$ cat src/rtl/multu_hilo_if.sv
// Multiply/HI-LO request bus between the pipeline and multu_hilo.
//   master : pipeline side; drives requests, operands' product and write data
//   slave  : multu_hilo side; returns mul_go, busy, stall, rdata, hi, lo
// Signals:
//   issue_mul           multiply issue request
//   product [2W-1:0]    multiplier product register
//   mthi/mtlo, wdata    HI/LO write requests and data
//   mfhi/mflo           HI/LO read requests
//   mul_go              one-cycle doMult/load pulse to the multiplier
//   busy, stall         in-flight flag and request hold-off
//   rdata, hi, lo       read data and architectural HI/LO
interface multu_hilo_if #(
  parameter int unsigned WIDTH = 32
);
  logic                   issue_mul;
  logic [2*WIDTH-1:0]     product;
  logic                   mthi;
  logic                   mtlo;
  logic [WIDTH-1:0]       wdata;
  logic                   mfhi;
  logic                   mflo;
  logic                   mul_go;
  logic                   busy;
  logic                   stall;
  logic [WIDTH-1:0]       rdata;
  logic [WIDTH-1:0]       hi;
  logic [WIDTH-1:0]       lo;

  modport master (
    output issue_mul, product, mthi, mtlo, wdata, mfhi, mflo,
    input  mul_go, busy, stall, rdata, hi, lo
  );

  modport slave (
    input  issue_mul, product, mthi, mtlo, wdata, mfhi, mflo,
    output mul_go, busy, stall, rdata, hi, lo
  );
endinterface

$ cat src/rtl/multu_hilo.sv
// Sequencer and HI/LO owner for a shift-add unsigned multiplier that has no
// done flag. A multiply issue pulses mul_go, waits out the multiplier's fixed
// latency, then captures the 64-bit product into HI/LO. mthi/mtlo/mfhi/mflo
// are served while idle; every request is stalled while a multiply is in flight.
// Ports:
//   clk    : rising-edge clock
//   reset  : synchronous, active-high
//   bus    : multu_hilo_if.slave (requests in; mul_go/busy/stall/rdata/hi/lo out)
// Parameters:
//   WIDTH      : operand and HI/LO width, product is 2*WIDTH
//   MUL_CYCLES : clocks from the mul_go pulse until the product is final (>=1)
module multu_hilo #(
  parameter int unsigned WIDTH      = 32,
  parameter int unsigned MUL_CYCLES = 64
) (
  input  logic        clk,
  input  logic        reset,
  multu_hilo_if.slave bus
);

  localparam int unsigned CW = 32'($clog2(MUL_CYCLES)) + 32'd1;
  localparam logic [CW-1:0] LAST_COUNT = CW'(MUL_CYCLES - 1);

  typedef enum logic [1:0] {
    S_IDLE    = 2'd0,
    S_LOAD    = 2'd1,
    S_RUN     = 2'd2,
    S_CAPTURE = 2'd3
  } state_t;

  state_t            r_state;
  state_t            w_state_nxt;
  logic [CW-1:0]     r_count;
  logic [CW-1:0]     w_count_nxt;
  logic [WIDTH-1:0]  r_hi;
  logic [WIDTH-1:0]  r_lo;
  logic [WIDTH-1:0]  w_hi_nxt;
  logic [WIDTH-1:0]  w_lo_nxt;
  logic              r_mul_go;
  logic              r_busy;
  logic              w_mul_go_nxt;
  logic              w_busy_nxt;
  logic              w_any_req;
  logic [WIDTH-1:0]  w_rdata;

  // State, counter and architectural register updates.
  always_ff @(posedge clk) begin
    if (reset) begin
      r_state  <= S_IDLE;
      r_count  <= '0;
      r_hi     <= '0;
      r_lo     <= '0;
      r_mul_go <= 1'b0;
      r_busy   <= 1'b0;
    end else begin
      r_state  <= w_state_nxt;
      r_count  <= w_count_nxt;
      r_hi     <= w_hi_nxt;
      r_lo     <= w_lo_nxt;
      r_mul_go <= w_mul_go_nxt;
      r_busy   <= w_busy_nxt;
    end
  end

  // Next-state and datapath control.
  always_comb begin
    w_state_nxt = r_state;
    w_count_nxt = r_count;
    w_hi_nxt    = r_hi;
    w_lo_nxt    = r_lo;

    unique case (r_state)
      S_IDLE: begin
        // Writes and issue may coincide; the later capture overwrites HI/LO.
        if (bus.mthi) w_hi_nxt = bus.wdata;
        if (bus.mtlo) w_lo_nxt = bus.wdata;
        if (bus.issue_mul) w_state_nxt = S_LOAD;
      end
      S_LOAD: begin
        w_count_nxt = '0;
        w_state_nxt = S_RUN;
      end
      S_RUN: begin
        // Hold at the last value so the counter never exceeds MUL_CYCLES-1.
        if (r_count == LAST_COUNT) begin
          w_state_nxt = S_CAPTURE;
        end else begin
          w_count_nxt = r_count + CW'(1);
        end
      end
      S_CAPTURE: begin
        w_hi_nxt    = bus.product[2*WIDTH-1:WIDTH];
        w_lo_nxt    = bus.product[WIDTH-1:0];
        w_state_nxt = S_IDLE;
      end
      default: begin
        w_state_nxt = S_IDLE;
      end
    endcase

    // Registered outputs are decoded from the next state so they line up
    // with the state they describe.
    w_mul_go_nxt = (w_state_nxt == S_LOAD);
    w_busy_nxt   = (w_state_nxt != S_IDLE);
  end

  // Read mux: pre-edge HI/LO, mfhi wins, zero while busy.
  always_comb begin
    w_rdata = '0;
    if (!r_busy) begin
      if (bus.mfhi) begin
        w_rdata = r_hi;
      end else if (bus.mflo) begin
        w_rdata = r_lo;
      end
    end
  end

  assign w_any_req = bus.issue_mul | bus.mthi | bus.mtlo | bus.mfhi | bus.mflo;

  assign bus.mul_go = r_mul_go;
  assign bus.busy   = r_busy;
  assign bus.stall  = r_busy & w_any_req;
  assign bus.rdata  = w_rdata;
  assign bus.hi     = r_hi;
  assign bus.lo     = r_lo;

endmodule
$ cat src/flat_wrapper.sv
// flat-port wrapper written by rule: the top's interface ports become plain ports
module multu_hilo_flat 
#(
  parameter int unsigned WIDTH      = 32,
  parameter int unsigned MUL_CYCLES = 64
)
  (clk, reset, bus_issue_mul, bus_product, bus_mthi, bus_mtlo, bus_wdata, bus_mfhi, bus_mflo, bus_mul_go, bus_busy, bus_stall, bus_rdata, bus_hi, bus_lo);
  multu_hilo_if #(.WIDTH(WIDTH)) bus_i ();
  input  logic clk;
  input  logic reset;
  input wire logic [$bits(bus_i.issue_mul)-1:0] bus_issue_mul;
  input wire logic [$bits(bus_i.product)-1:0] bus_product;
  input wire logic [$bits(bus_i.mthi)-1:0] bus_mthi;
  input wire logic [$bits(bus_i.mtlo)-1:0] bus_mtlo;
  input wire logic [$bits(bus_i.wdata)-1:0] bus_wdata;
  input wire logic [$bits(bus_i.mfhi)-1:0] bus_mfhi;
  input wire logic [$bits(bus_i.mflo)-1:0] bus_mflo;
  output wire logic [$bits(bus_i.mul_go)-1:0] bus_mul_go;
  output wire logic [$bits(bus_i.busy)-1:0] bus_busy;
  output wire logic [$bits(bus_i.stall)-1:0] bus_stall;
  output wire logic [$bits(bus_i.rdata)-1:0] bus_rdata;
  output wire logic [$bits(bus_i.hi)-1:0] bus_hi;
  output wire logic [$bits(bus_i.lo)-1:0] bus_lo;
  assign bus_i.issue_mul = bus_issue_mul;
  assign bus_i.product = bus_product;
  assign bus_i.mthi = bus_mthi;
  assign bus_i.mtlo = bus_mtlo;
  assign bus_i.wdata = bus_wdata;
  assign bus_i.mfhi = bus_mfhi;
  assign bus_i.mflo = bus_mflo;
  assign bus_mul_go = bus_i.mul_go;
  assign bus_busy = bus_i.busy;
  assign bus_stall = bus_i.stall;
  assign bus_rdata = bus_i.rdata;
  assign bus_hi = bus_i.hi;
  assign bus_lo = bus_i.lo;
  multu_hilo #(.WIDTH(WIDTH), .MUL_CYCLES(MUL_CYCLES)) u_core (.clk(clk), .reset(reset), .bus(bus_i));
endmodule
$ cat config.mk
export PLATFORM = sky130hd
export DESIGN_NAME = multu_hilo_flat
export DESIGN_NICKNAME = d
export VERILOG_FILES = /design/src/rtl/multu_hilo_if.sv /design/src/rtl/multu_hilo.sv /design/src/flat_wrapper.sv
export SDC_FILE = /design/constraint.sdc
export NUM_CORES = 1
export LEC_CHECK = 0
export ABC_AREA = 0
export BUFFER_PORTS_ARGS = -buffer_cell sky130_fd_sc_hd__buf_4
export CORE_ASPECT_RATIO = 2
export CORE_UTILIZATION = 43
export CTS_BUF_LIST = sky130_fd_sc_hd__clkbuf_16
export CTS_CLUSTER_SIZE = 12
export DETAILED_ROUTE_END_ITERATION = 7
export GPL_TIMING_DRIVEN = 1
export PLACE_DENSITY = 0.75
export SYNTH_ARGS = -nofsm -noshare
export SYNTH_HDL_FRONTEND = slang
export SYNTH_SLANG_ARGS = --single-unit
$ cat constraint.sdc
create_clock -name clk -period 2 [get_ports clk]
set_input_delay 0.5 -clock clk [delete_from_list [all_inputs] [get_ports clk]]
set_output_delay 0.5 -clock clk [all_outputs]
set_load 0.005 [all_outputs]
Word level (Yosys, flattened, before mapping) --
Cells that the tools add are included. Widths: inputs -> output; s select.
Word-level totals: flip-flop bits (word level) 75, input bits 103, output and inout port bits 99, bits in latches 0, memory bits (writable) 0, logic and storage cells 39, bits in read-only memories 0, memories 0
Operators by class: equality and inequality tests 8, shifts and indexed selects 0, reduce and logical (&&, ||, !) cells 7, order comparisons 0, $add $sub $neg 1, multipliers 0, bitwise operators 5, divide/modulo/power cells 0, multiplexer cells 12
Operator list (count):
- $mux 32 | 5
- $pmux 32 s2 | 2
- $pmux 7 s2 | 1
- $pmux 2 s4 | 1
- $add 7x1->7 const B | 1
- $eq 7x6->1 const B | 1
- $mux 7 | 1
- $ne 2x2->1 const B | 3
- $reduce_and 2->1 | 3
- $reduce_bool 2->1 | 3
- $eq 2x1->1 const B | 2
- $eq 2x2->1 const B | 2
- $mux 2 | 2
- $or 1x1->1 | 4
- $logic_not 2->1 | 1
- $and 1x1->1 | 1

Depth between registers and ports, before layout --
Gate-level depths: netlist (run 1).
word-level depth 5, mapped depth 7

Least setup slack after synthesis (run 1) --
Ideal clock, no wire load.
kind input -> output, from input port bus_mflo, to output port bus_stall, path slack 189 ps, buffers on the path 1, arrival 1311 ps, stages on the path 3, required time 1500 ps, cells stage by stage clkbuf_1 -> or4_1 -> o21a_1
Between the ends: cells in the longest elaborated chain, start to end 2
RTL lines:
- start, declared | line flat_wrapper.sv:17 | input wire logic [$bits(bus_i.mflo)-1:0] bus_mflo;
- $or 1x1->1 | line multu_hilo.sv:119 | assign w_any_req = bus.issue_mul | bus.mthi | bus.mtlo | bus.mfhi | bus.mflo;
- $and 1x1->1 | line multu_hilo.sv:123 | assign bus.stall = r_busy & w_any_req;
- end, declared | line flat_wrapper.sv:20 | output wire logic [$bits(bus_i.stall)-1:0] bus_stall;
No other way between the ends.

Final worst setup path (run 1) --
Ends and elaborated chain as after synthesis.

==> metrics.md, run 1 <==
| Metric | Value |
|---|---|
| Status | complete, no violations |
| GR Overflow Total | 0 |
| CTS clk-pin slew, worst paths | 0.06 ns |
| Number of CTS-inserted buffers | 9 |
| Crit path top cell by count | buf_4 |
| Routed Antenna Nets | 0 |
| Rows | 50 |
| Htree depth | 3 |
| GP Congestion | between 0.8 and 0.9 |
| CORE AREA | roughly 9400 sq um |
| I/O pin total | 202 |
| Hold slack | between 0.5 and 0.6 ns |
| CTS tree | done |
| Vias in the first global route | 4144 |
| Inserted Diodes | 0 |
| Post-synthesis cell count | 495 |
| Worst-Margin Slew | 0.580 ns |
| Footprint of the multi-input gates | 2400 sq um |
| Number of remaining DRC errors | 0 |
| Mean routed wirelength per cell | 16.4 um |
| Levels on crit path | 4 |
| Relative slew slack | between 60% and 70% |
| MaxCap Viol Count | 0 |
| Initial antenna violation count | 0 |
| # fillers | approximately 830 |
| Setup TNS | 0 ns |
| Post-CTS Setup Repair Bufs | 0 |
| Worst Path Required | ~1.5 ns |
| Crit end category | primary output |
| Critical path buffer and inverter count | 2 |
| Period minus WS final | 1.93 ns |
| Syn. warnings | 0 |
| Crit-path leading delay family | simple AND/OR/NAND/NOR gates |
| Sink Count | between 70 and 80 |
| Arr. time, crit path | around 1.4 ns |
| Reg2Reg Depth | 5 |
| Critical path fanouts, max | 2 |
| Largest cells by area after synthesis | dfxtp_1 (36%), a211oi_2 (16%), a21oi_1 (12%), nor2_1 (6.0%), nand3b_1 (5.7%) |
| Final WL | 12.8 mm |
| DP Area | 5650 sq um |
| CP Class | in -> out |
| RSZ-0062 raised after global routing | no |
| Critical Path Max Stage Delay | 0.51 ns |
| Syn_area_per_cell | approximately 8.5 sq um |
| First-pass GRT wire length | 20.2 mm |
| Largest net degree at the start of global routing | 65 |
| # setup viols final | 0 |
| Slowest CP cell | or4_1 |
| Crit-path cells | buf_4, or4_1, o21a_1, buf_4 |
| Max Freq | about 520 MHz |
| Die Y | ~140 um |
| Sequential-to-total area share from yosys stat | 35.9% |
| #FFs+latches synth | 75 |
| Worst hold path type | reg -> reg |
| Cts hold-fix bufs | 0 |
| Die width | 71.8 um |
| Longest Clk Path Bufs | 2 |
| Final Slew Violations | 0 |
| DIE AREA | ~10000 sq um |
| Leak Pwr | 2.53 nW |
| Layout Nets | 780 |
| Hold Vio Cnt, Final | 0 |
| Port bufs | 201 |
| Fraction of layout cells with a size suffix above 1 | 41.5% |
| Final Cycle Share | 96.4% |
| Hold path cells | 2 |
| Power per cell area | around 1200 nW/um^2 |
| Mapped cell area | between 4000 and 5000 sq um |
| Startpoint types | primary input |
| Syn_nets | 603 |
| Initial Util | 44.6% |
| DR iter-0 viols | roughly 140 |
| Clock Skew | about 0.0066 ns |
| Register area | 1500 sq um |
| Layout area overhead | 43.4% |
| Fin area | between 5000 and 6000 sq um |
| DRT Pass-1 Iters | 4 |
| Clk_lat worst skew | around 0.32 ns |
| Routed vias | 4242 |
| Post-synth cell types | 37 |
| GRT Total Usage | 25.1% |
| Number of vias per cell | 5.43 |
| Dpl hpwl | 9.33 mm |
| Synth area leader | dfxtp_1 |
| Tot Pwr | 7.28 mW |
| Worst vdd ir | between 1 and 1.5 mV |
| Synth top area share | 35.9% |
| Root Driver | clkbuf_16 |
## where the power goes
group | internal (mW) | switching (mW)
registers | 1.94 | 0.365
clock network | 1.20 | 0.588
logic | 1.55 | 1.64
## per-stage QoR
stage / setup WS [ns] / std cells / utilization [%]
after floorplan: 0.189 / 495 / -
after global routing: 0.0152 / 781 / 63.9
after global placement: 0.0632 / 765 / 60.2
after detailed placement: -0.0170 / 765 / 60.2
final: 0.0724 / 781 / 63.9
after CTS: 0.0719 / 781 / 63.9
## routing by layer
metal / wire, um / global-route usage (%) / part of all wire (%)
met1: 4730 / 26.6 / 37
met4: 286 / 10.1 / 2.2
met2: 7260 / 47.6 / 57
met5: 0 / 0 / 0
met3: 551 / 4.12 / 4.3
## cell usage after synthesis, drive strengths merged
| library cell | count |
|---|---|
| a211oi | 67 |
| a21o | 1 |
| a21oi | 100 |
| a311o | 1 |
| a311oi | 1 |
| a31oi | 1 |
| a41oi | 1 |
| and4 | 2 |
| and4b | 1 |
| buf | 28 |
| clkbuf | 19 |
| dfxtp | 75 |
| ha | 5 |
| inv | 6 |
| mux2 | 2 |
| nand2 | 35 |
| nand2b | 2 |
| nand3b | 32 |
| nand4 | 3 |
| nor2 | 67 |
| nor2b | 33 |
| nor3 | 4 |
| o2111a | 1 |
| o2111ai | 1 |
| o21a | 1 |
| o21ai | 2 |
| o21bai | 1 |
| o31a | 1 |
| o32a | 1 |
| or4 | 1 |
## layout make-up
| class | count | share of cell area [%] |
|---|---|---|
| multi-input cells | 367 | 40.0 |
| repair buffers | 213 | 26.9 |
| flip-flops and latches | 75 | 25.0 |
| clock buffers | 9 | 3.75 |
| well taps | 104 | 2.17 |
| clock inverters | 7 | 1.77 |
| inverters | 6 | 0.375 |
## worst paths after layout
check,to,start,slack (ns)
worst max-delay path,bus_stall,bus_mflo,0.07
worst min-delay path,u_core.r_count[1],u_core.r_count[1],0.51
worst max register to register,u_core.bus.lo[14],u_core.r_state[0],0.16
worst min register to register,u_core.r_count[1],u_core.r_count[1],0.51
## worst min-delay path, cell delays in order (launching register included)
cell and delay (ns):
dfxtp_1 0.34, nand2_1 0.06, o21ai_0 0.06
## state kept, by name, indices dropped and copies added, names as in the netlist
| register | cells |
|---|---|
| u_core.bus.hi | 32 |
| u_core.bus.lo | 32 |
| u_core.r_count | 7 |
| u_core.r_state | 2 |
| u_core.bus.busy | 1 |
| u_core.bus.mul_go | 1 |
## cells in the final DEF, fill, tap and decap left out, drive strengths merged
cell and n:
a211oi 67, a21o 1, a21oi 100, a311o 1, a311oi 1, a31oi 1
a41oi 1, and4 2, and4b 1, buf 213, bufinv 3, clkbuf 9
clkinv 4, dfxtp 75, ha 5, inv 6, mux2 2, nand2 35
nand2b 2, nand3b 32, nand4 3, nor2 67, nor2b 33, nor3 4
o2111a 1, o2111ai 1, o21a 1, o21ai 2, o21bai 1, o31a 1
o32a 1, or4 1
## cells by family after synthesis
family / share of synthesized area [%]
fa+ha+maj: 1.50
flops: 35.9
compound gates: 32.7
buf+inv: 7.39
simple gates: 21.9
mux: 0.628
## timing repair
item / in CTS / in global routing
endpoints found under the setup margin: 1 / 1
hold endpoints to repair: 0 / 0
gates resized for setup: 1 / 1
(Power assumes the default switching activity.)
==> run 2, diff against run 1 <==
ABC_AREA = 1   (was 0)
CORE_MARGIN = 2   (was unset)
PLACE_DENSITY = 0.78   (was 0.75)
==> run 2 against run 1 <==
  * Synthesized area down 11%
  * Clock power fell by 23%
  * Die area down 7.0%
  * Critical path type is now reg -> out
  * Sequential cell count did not move
  * Cell area decreased by 8.6%
  * Non-clock buffer count grew 3
==> metrics.md, run 2 <==
| Metric | Value |
|---|---|
| Status | complete, no violations |
| Hold Vio Cnt, Final | 0 (unchanged) |
| Clock Skew | 0.00302 ns (-0.00357 ns) |
| Ys async rst share | 0% (unchanged) |
| CTS tree | done |
| DRT Pass-1 Iters | 5 (+1) |
| Main synth FF type | dfxtp_1 |
| CORE AREA | 8530 sq um (-9.1%) |
| Worst-Margin Slew | 0.489 ns (-0.0914 ns) |
| # setup viols final | 0 (unchanged) |
| Most common library cells after synthesis | nand2_1 (113), o21ai_0 (92), dfxtp_1 (75) |
| Syn_area_per_cell | 7.18 sq um (-15%) |
| Port bufs | 201 (unchanged) |
| Tot Pwr | 6.39 mW (-12%) |
| Power per cell area | 1170 nW/um^2 (-3.9%) |
| Crit-path cells | inv_1, buf_6, o21ai_0, nor2_1, buf_4 |
| DR iter-0 viols | 440 (+210%) |
| MaxCap Viol Count | 0 (unchanged) |
| Inserted Diodes | 0 (unchanged) |
| Sequential-to-total area share from yosys stat | 40.4% (+4.5 points) |
| Worst min-delay path startpoint | reset |
| Largest net degree at the start of global routing | 41 (-37%) |
| Sink Count | 75 (unchanged) |
| Relative slew slack | 67.4% (+6.1 points) |
| Final Slew Violations | 0 (unchanged) |
| Number of vias per cell | 5.68 (+4.6%) |
| First-pass GRT wire length | 20.8 mm (+3.2%) |
| Layout Nets | 808 (+3.6%) |
| Number of CTS-inserted buffers | 9 (unchanged) |
| Max Freq | 525 MHz (+1.1%) |
| M3 GR Usage | 5.58% (+1.5 points) |
| WHS Endpoint | u_core.r_count[2] |
| R2r setup slk | 0.27 ns (+0.11 ns) |
| Slowest CP cell | dfxtp_1 |
| Final WL | 13.4 mm (+4.2%) |
| Most common cell after layout, fill and taps aside | buf_4 |
| # fillers | 775 (-6.3%) |
| Syn. warnings | 0 (unchanged) |
| M2 GR Usage | 48.2% (+0.62 points) |
| Crit-path leading delay family | buffers and inverters |
| Htree depth | 3 (unchanged) |
| GP Congestion | 0.941 (+8.6%) |
| Vias in the first global route | 4424 (+6.8%) |
| Critical Path Max Stage Delay | 0.32 ns (-0.19 ns) |
| Dpl hpwl | 9.52 mm (+2.1%) |
| Longest Clk Path Bufs | 2 (unchanged) |
| Die Y | 135 um (-4.3%) |
| Startpoint types | flip-flop |
| Clk_lat worst skew | 0.33 ns (about the same) |
| Footprint of the multi-input gates | 1890 sq um (-21%) |
| Reg2Reg Depth | 8 (+3) |
| Cts hold-fix bufs | 0 (unchanged) |
| RSZ-0062 raised after global routing | no |
| DP Worst Slack | 0.201 ns (+0.218 ns) |
| Rows | 48 (-4.0%) |
| Final Cycle Share | 95.3% (-1.1 points) |
| Met1 Resource Use GR | 30.2% (+3.6 points) |
| Commonest cells after routing, fill and taps aside | buf_4 (212), nand2_1 (113), o21ai_0 (92), dfxtp_1 (75), a31oi_1 (64) |
| DIE AREA | 9440 sq um (-7.0%) |
| Layout area overhead | 47.6% |
| CTS clk-pin slew, worst paths | 0.06 ns (about the same) |
| Final worst setup slack | 0.0937 ns (+0.0213 ns) |
| Mean routed wirelength per cell | 16.6 um (+1.1%) |
| Crit end category | primary output |
| Die width | 69.7 um (-2.8%) |
| Synth area leader | dfxtp_1 |
| Register area | 1500 sq um (unchanged) |
| GRT busiest layer | met2 |
| Worst setup startpoint | u_core.bus.busy |
| Post-synth cell types | 25 (-32%) |
| Period minus WS final | 1.91 ns (-0.0213 ns) |
| CP Class | reg -> out |
| Critical path fanouts, max | 32 (+30) |
| I/O pin total | 202 (unchanged) |
| Worst Path Required | 1.50 ns (about the same) |
| Synth top area share | 40.4% (+4.5 points) |
| Count leader, synth | nand2_1 |
| Largest cells by area after synthesis | dfxtp_1 (40%), o21ai_0 (12%), nand2_1 (11%), a31oi_1 (11%), a21oi_1 (5.4%) |
| Worst hold path type | in -> reg |
| Worst vdd ir | 0.612 mV (-50%) |
| Initial Util | 43.5% (-1.0 points) |
| Mapped cell area | 3710 sq um (-11%) |
| Routed Antenna Nets | 0 (unchanged) |
| Leak Pwr | 2.51 nW (-0.85%) |
| GRT Total Usage | 27.7% (+2.6 points) |
| Worst flop-to-flop path endpoint | u_core.bus.hi[30] |
| Setup TNS | 0 ns (unchanged) |
| #FFs+latches synth | 75 (unchanged) |
| Root Driver | clkbuf_16 |
| Arr. time, crit path | 1.41 ns (-0.02 ns) |
| Hold path cells | 2 (unchanged) |
| Syn_nets | 625 (+3.6%) |
| GR Overflow Total | 0 (unchanged) |
| Post-synthesis cell count | 517 (+4.4%) |
| Initial antenna violation count | 0 (unchanged) |
| Critical path buffer and inverter count | 3 (+1) |
| Number of remaining DRC errors | 0 (unchanged) |
| Routed vias | 4575 (+7.9%) |
| Fraction of layout cells with a size suffix above 1 | 33.6% (-7.9 points) |
| Post-synth EDFFs | 0 (unchanged) |
| Critical R2R Launch | u_core.r_state[0] |
-- run 2: changes by cell type in the layout (fill, tap and decap cells not counted), sizes merged, moves of 33 or more --
cell and change:
a31oi +63, nor2b -33, a211oi -67, nand2 +84, a21oi -60, o21ai +98
-- run 2: power breakdown --
group | switching, mW | internal, mW | total [mW]
logic | 1.40 | 1.31 | 2.72
registers | 0.365 | 1.94 | 2.30
clock network | 0.566 | 0.811 | 1.38
total | 2.33 | 4.06 | 6.39
-- run 2: cell type report --
type                       count  area share [%]
multi-input combinational    385            34.5
tap                          100            2.28
inverter                      13           0.890
clock buffer                   9            4.11
sequential                    75            27.4
timing repair buffer         216            30.3
clock inverter                 7           0.525
-- run 2: worst max-delay path by stage --
stage          cells past startpoint            end
3_3_place_gp                       6  bus_rdata[31]
2_1_floorplan                      4  bus_rdata[10]
3_5_place_dp                       6  bus_rdata[31]
6_report                           5  bus_rdata[31]
4_1_cts                            5  bus_rdata[31]
5_1_grt                            5  bus_rdata[31]
-- run 2: layer usage --
layer / up-vias / routed length, um
met5: - / 0
met4: 0 / 622
met3: 58 / 868
met2: 258 / 7060
met1: 2089 / 4820
li1: 2170 / -
-- run 2: what timing repair did --
item	4_1_cts	5_1_grt
endpoints found under the setup margin	0	15
resized for setup	0	1
setup buffers	0	0
-- run 2: cells by family after synthesis --
| kind of cell | after synthesis | share of synthesized area, % |
|---|---|---|
| adders and majority gates | 5 | 1.68 |
| DFF | 75 | 40.4 |
| and+or+nand+nor | 173 | 18.8 |
| buffers and inverters | 57 | 8.79 |
| xor gates and xnor gates | 1 | 0.236 |
| AOI/OAI and AO/OA | 206 | 30.1 |
-- run 2: per-stage QoR --
step / area [sq um] / utilization (%) / cells / hold slack [ns]
after floorplan: 3710 / - / 517 / 0.435
after global placement: 5220 / 61.2 / 789 / 0.446
after detailed placement: 5220 / 61.2 / 789 / 0.463
after CTS: 5480 / 64.2 / 805 / 0.418
after global routing: 5480 / 64.3 / 805 / 0.426
final: 5480 / 64.3 / 805 / 0.432
